File: src/rtl/lab5_pkg.sv
// Shared definitions for the instruction-memory program loader:
// loader state encoding and frame geometry constants.
package lab5_pkg;

    typedef enum logic [2:0] {
        ST_IDLE = 3'd0,
        ST_LEN0 = 3'd1,
        ST_LEN1 = 3'd2,
        ST_DATA = 3'd3,
        ST_CHK  = 3'd4,
        ST_DONE = 3'd5,
        ST_ERR  = 3'd6
    } ld_state_t;

    // Length field is a 16-bit little-endian word count
    localparam int LEN_BYTES      = 2;
    // Payload bytes per instruction word, LSB first
    localparam int BYTES_PER_WORD = 4;

endpackage

File: src/rtl/prog_loader_byte_packer.sv
// byte_packer: collects stream bytes LSB-first into 32-bit words.
// A 2-bit counter tracks the byte position; word_valid is raised together
// with the assembled word in the same cycle the 4th byte is offered.
module byte_packer (
    input  logic        clk,
    input  logic        rst_n,
    input  logic        clr,
    input  logic        byte_vld,
    input  logic [7:0]  byte_in,
    output logic        word_valid,
    output logic [31:0] word
);

    logic [1:0]  cnt;
    // Only the three earlier bytes need storing; the 4th arrives on byte_in
    logic [23:0] shreg;

    assign word_valid = byte_vld && (cnt == 2'd3);
    assign word       = {byte_in, shreg};

    // Byte position within the current word; cleared when a new load begins
    always_ff @(posedge clk) begin
        if (!rst_n) begin
            cnt <= 2'd0;
        end else if (clr) begin
            cnt <= 2'd0;
        end else if (byte_vld) begin
            cnt <= cnt + 2'd1;
        end
    end

    // Shift bytes in from the top so the first byte ends up in bits [7:0]
    always_ff @(posedge clk) begin
        if (byte_vld) begin
            shreg <= {byte_in, shreg[23:8]};
        end
    end

endmodule

File: src/rtl/prog_loader.sv
// prog_loader: receives a length-prefixed program byte stream, packs it into
// 32-bit little-endian words and writes them to instruction RAM at byte
// addresses 0,4,8,...  The core is held (cpu_hold) until the image is complete.
// Optional feature: define PROG_LOADER_CHKSUM_EN to require a trailing XOR
// checksum byte over the payload before the core is released.
module prog_loader
    import lab5_pkg::*;
#(
    parameter int ADDR_W    = 8,
    parameter int MAX_WORDS = 64
) (
    input  logic              clk,
    input  logic              rst_n,
    input  logic              start,
    input  logic [7:0]        s_data,
    input  logic              s_valid,
    output logic              s_ready,
    output logic [ADDR_W-1:0] mem_addr,
    output logic [31:0]       mem_wdata,
    output logic              mem_we,
    output logic              cpu_hold,
    output logic              done,
    output logic              err
);

    ld_state_t         state;
    logic [7:0]        len_lo;
    logic [15:0]       len_q;
    logic [15:0]       idx_q;
    logic [ADDR_W-1:0] addr_q;
    // Set while the final word's write strobe is on the bus; stalls the stream
    logic              last_wr;
    logic              byte_acc;
    logic              load_go;
    logic              word_valid;
    logic [31:0]       word;
    logic [15:0]       len_in;
`ifdef PROG_LOADER_CHKSUM_EN
    logic [7:0]        chk_q;
`endif

    // s_ready is decoded from registered state only, so it has no input path
    assign s_ready  = (state == ST_LEN0) || (state == ST_LEN1) ||
                      ((state == ST_DATA) && !last_wr) || (state == ST_CHK);
    assign byte_acc = s_valid && s_ready;
    assign load_go  = start && ((state == ST_IDLE) || (state == ST_DONE) || (state == ST_ERR));
    assign len_in   = {s_data, len_lo};

    byte_packer u_packer (
        .clk        (clk),
        .rst_n      (rst_n),
        .clr        (load_go),
        .byte_vld   (byte_acc && (state == ST_DATA)),
        .byte_in    (s_data),
        .word_valid (word_valid),
        .word       (word)
    );

    // Loader FSM: frame parsing, RAM write strobe, address counter and status
    always_ff @(posedge clk) begin
        if (!rst_n) begin
            state     <= ST_IDLE;
            cpu_hold  <= 1'b1;
            mem_we    <= 1'b0;
            done      <= 1'b0;
            err       <= 1'b0;
            mem_addr  <= '0;
            mem_wdata <= '0;
            len_lo    <= '0;
            len_q     <= '0;
            idx_q     <= '0;
            addr_q    <= '0;
            last_wr   <= 1'b0;
`ifdef PROG_LOADER_CHKSUM_EN
            chk_q     <= '0;
`endif
        end else begin
            mem_we <= 1'b0;
            case (state)
                ST_IDLE, ST_DONE, ST_ERR: begin
                    if (load_go) begin
                        state    <= ST_LEN0;
                        done     <= 1'b0;
                        err      <= 1'b0;
                        cpu_hold <= 1'b1;
                        idx_q    <= '0;
                        addr_q   <= '0;
                        last_wr  <= 1'b0;
`ifdef PROG_LOADER_CHKSUM_EN
                        chk_q    <= '0;
`endif
                    end
                end
                ST_LEN0: begin
                    if (byte_acc) begin
                        len_lo <= s_data;
                        state  <= ST_LEN1;
                    end
                end
                ST_LEN1: begin
                    if (byte_acc) begin
                        len_q <= len_in;
                        if ((len_in == 16'd0) || (len_in > 16'(MAX_WORDS))) begin
                            state <= ST_ERR;
                            err   <= 1'b1;
                        end else begin
                            state <= ST_DATA;
                        end
                    end
                end
                ST_DATA: begin
`ifdef PROG_LOADER_CHKSUM_EN
                    if (byte_acc) begin
                        chk_q <= chk_q ^ s_data;
                    end
`endif
                    if (word_valid) begin
                        mem_we    <= 1'b1;
                        mem_addr  <= addr_q;
                        mem_wdata <= word;
                        addr_q    <= addr_q + ADDR_W'(BYTES_PER_WORD);
                        idx_q     <= idx_q + 16'd1;
                        if (idx_q == len_q - 16'd1) begin
                            last_wr <= 1'b1;
                        end
                    end
                    // Leave DATA only after the final write strobe has been issued
                    if (last_wr) begin
                        last_wr <= 1'b0;
`ifdef PROG_LOADER_CHKSUM_EN
                        state   <= ST_CHK;
`else
                        state    <= ST_DONE;
                        done     <= 1'b1;
                        cpu_hold <= 1'b0;
`endif
                    end
                end
`ifdef PROG_LOADER_CHKSUM_EN
                ST_CHK: begin
                    if (byte_acc) begin
                        if (s_data == chk_q) begin
                            state    <= ST_DONE;
                            done     <= 1'b1;
                            cpu_hold <= 1'b0;
                        end else begin
                            state <= ST_ERR;
                            err   <= 1'b1;
                        end
                    end
                end
`endif
                default: begin
                    state <= ST_IDLE;
                end
            endcase
        end
    end

endmodule

File: config.mk
export PLATFORM = sky130hd
export DESIGN_NAME = prog_loader
export DESIGN_NICKNAME = d
export VERILOG_FILES = /design/src/rtl/lab5_pkg.sv /design/src/rtl/prog_loader_byte_packer.sv /design/src/rtl/prog_loader.sv
export SDC_FILE = /design/constraint.sdc
export NUM_CORES = 1
export LEC_CHECK = 0
export BUFFER_PORTS_ARGS = -buffer_cell sky130_fd_sc_hd__clkbuf_2
export CAP_MARGIN = 20
export CORE_ASPECT_RATIO = 0.9
export CORE_MARGIN = 3
export CORE_UTILIZATION = 55
export DETAILED_ROUTE_END_ITERATION = 8
export GPL_TIMING_DRIVEN = 0
export PLACE_DENSITY = 0.8
export REMOVE_ABC_BUFFERS = 1
export SLEW_MARGIN = 20
export SYNTH_ARGS = -nofsm -noshare
export SYNTH_HDL_FRONTEND = slang
export SYNTH_SLANG_ARGS = --single-unit
File: constraint.sdc
create_clock -name clk -period 4.9 [get_ports clk]
set_input_delay 0.98 -clock clk [delete_from_list [all_inputs] [get_ports clk]]
set_output_delay 0.98 -clock clk [all_outputs]
set_load 0.05 [all_outputs]
==> impl_metrics.json <==
{
  "multiInputGateArea_sq_um": 2350,
  "syn_area_per_cell_sq_um": 9.25,
  "path_delay_family": "flip-flops",
  "hold_buffers": 0,
  "path_clk_slew_ns": 0.06,
  "critPathArrivalTime_ns": 1.87,
  "root_buffer": "clkbuf_8",
  "cp_cell_sequence": "nor3_1 -> a31o_2 -> a21oi_1 -> clkbuf_2",
  "remaining_drc_errors": 0,
  "postRouteAntennaNets": 0,
  "hold_end": "u_packer.shreg[15]",
  "seq_area_sq_um": 2600,
  "cts_tree": "built",
  "period_needed_ns": 2.85,
  "dieArea_sq_um": 10500,
  "rr_endpoint": "u_packer.shreg[2]",
  "synthFlopType": "dfxtp_1",
  "status": "completed",
  "cts_sinks": 118,
  "grt_max_degree": 71,
  "drt_iter0_drc": 325,
  "crit_path_top_delay_cell": "dfxtp_1",
  "utilization_pct": 68.3,
  "cts_buffer_depth": 2,
  "start_util_pct": 58.1,
  "synth_edf_count": 24,
  "critPathLaunchType": "flip-flop",
  "yosys_register_bits": 118,
  "yosys_warnings": 0,
  "syn_inst": 556,
  "grt_overflow": 0,
  "tightest_slew_ns": 1.05,
  "min-delay-start": "u_packer.shreg[23]",
  "critPathRequiredTime_ns": 3.92,
  "critPathMaxStageDelay_ns": 0.56,
  "synthesis.area_sq_um": 5140,
  "final_cell_mix": "nand2_1, dfxtp_1, a21boi_0, clkbuf_2, nor2_1",
  "grt_pass1_vias": 3915,
  "row_count": 32,
  "ys_types": 57,
  "fin_setup_tns_ns": 0,
  "finalHoldViolations": 0,
  "dr_total_vias": 4005,
  "wl_per_cell_um": 14.9,
  "peakVddDrop_mv": 0.416,
  "numCtsBuffers": 17,
  "place.gp.congestion": 0.898,
  "hold_path_class": "flip-flop to flip-flop",
  "cap_viol_max_count": 0,
  "cp-end-kind": "output pin",
  "cts_setup_buffers": 0,
  "final_nets": 611,
  "clock.fmax_mhz": 351,
  "path_buf_inv": 1,
  "drive_above_1_share_pct": 16.8,
  "portBuffers": 54,
  "final_common_cell": "nand2_1",
  "syn_to_final_growth_pct": 17.5,
  "io_pins": 57,
  "crit_type": "flip-flop to output pin",
  "antenna_found_initial": 0,
  "htree_levels": 4,
  "fp.dieH_um": 97.7,
  "rr_worst_depth": 4,
  "min_path_cells": 0,
  "async_flop_share_pct": 0,
  "seq_area_frac_synth_pct": 50.6,
  "coreArea_sq_um": 8850,
  "place_hpwl_um": 6900,
  "power_leakage_nw": 2.26,
  "finalClockSkew_ns": 0.00536,
  "fin_crit_sh_pct": 58.2,
  "cts_resized": 0,
  "routed_wl_um": 10800,
  "setup_viol": 0,
  "die_x_um": 108,
  "worstReg2RegStart": "state[0]",
  "fillers": 690,
  "grt_pass1_wl_um": 18300,
  "via_per_inst": 5.51,
  "rsz0062_at_grt": "false",
  "p_per_area_nw_per_um2": 460,
  "dr.pass1.iters": 8,
  "critPathMaxFanout": 12,
  "slew_viol_final": 0,
  "path_depth": 4,
  "grt_usage_pct": 21.7,
  "clk_latency_ns": 0.51,
  "diodes": 0,
  "r2r_slack_ns": 2.29,
  "relSlewSlack_pct": 29.9
}
==> where the power goes <==
part	leakage (nW)	switching (mW)	total [mW]	internal, mW
registers	0.975	0.0552	1.09	1.03
logic	0.988	0.261	0.410	0.149
clock network	0.297	0.457	1.28	0.828
==> metrics by stage <==
| stage | power (mW) | hold slack, ns | area, sq um | instances | setup slack (ns) |
|---|---|---|---|---|---|
| detailed placement | 1.50 | 0.434 | 5430 | 695 | 1.67 |
| finish | 2.78 | 0.446 | 6040 | 727 | 2.05 |
| floorplan | 1.40 | 0.426 | 4970 | 521 | 1.96 |
| global placement | 1.49 | 0.429 | 5390 | 694 | 0.991 |
| CTS | 2.79 | 0.445 | 6040 | 727 | 2.03 |
| global route | 2.89 | 0.452 | 6040 | 727 | 1.92 |
==> sequential cells by signal (all words and copies together), names as in the netlist <==
name / count
addr_q: 6
cpu_hold: 1
done: 1
err: 1
idx_q: 16
last_wr: 1
len_lo: 8
len_q: 16
mem_addr: 6
mem_wdata: 32
mem_we: 1
state: 3
u_packer.cnt: 2
u_packer.shreg: 24
==> worst reg2reg max path: cells and delay by family, from the launching register on <==
family | cells | cell delay (ns)
flops | 1 | 0.56
simple gates | 3 | 0.88
buf+inv | 1 | 0.77
==> worst max-delay path by stage <==
stage	start	end
2_1_floorplan	s_valid	idx_q[11]
3_3_place_gp	s_valid	idx_q[15]
3_5_place_dp	rst_n	cpu_hold
4_1_cts	state[2]	s_ready
5_1_grt	state[0]	s_ready
6_report	state[0]	s_ready
==> Yosys cell counts (3+ instances only) <==
library cell    n  area [sq um]
a21boi_0       55           413
a21oi_1        12          60.1
a31oi_1         4          25.0
and3_1          6          37.5
buf_2           6          30.0
buf_6           3          33.8
clkbuf_1       22          82.6
dfxtp_1        94          1880
edfxtp_1       24           721
ha_1            4          50.1
inv_1           7          26.3
mux2i_1        12           120
nand2_1       127           477
nand3_1        16          80.1
nand4_1         6          37.5
nor2_1         38           143
nor2b_1        10          62.6
nor3_1          9          45.0
nor3b_1         4          30.0
o21a_1          3          22.5
o21ai_0         7          35.0
or2_2           3          18.8
xnor2_1        15           131
xor2_1         27           236
==> cells by family (layout without fill, tap and decap cells) <==
logic type | Yosys count | in the layout | synth area share [%]
compound gates | 95 | 95 | 13.0
xor+xnor | 42 | 42 | 7.15
fa+ha+maj | 4 | 4 | 0.973
buf+inv | 43 | 94 | 3.89
flops | 118 | 118 | 50.6
mux | 13 | 13 | 2.55
other cells | 1 | 2 | 0.0729
simple gates | 240 | 240 | 21.8
==> per-layer routing <==
metal	vias to the layer above	track usage [%]	routed length (um)
li1	1965	-	-
met1	1884	27.7	4850
met2	136	35.0	5100
met3	20	6.08	708
met4	0	7.96	176
met5	-	0	0
==> cell type report <==
type	count	area share, %
Tap cell	119	2.46
Sequential cell	118	43.1
Clock buffer	17	6.85
Clock inverter	15	3.33
Multi-Input combinational cell	396	38.9
Timing Repair Buffer	55	4.93
Inverter	7	0.435
No activity file was read; power rests on OpenSTA's default activity.
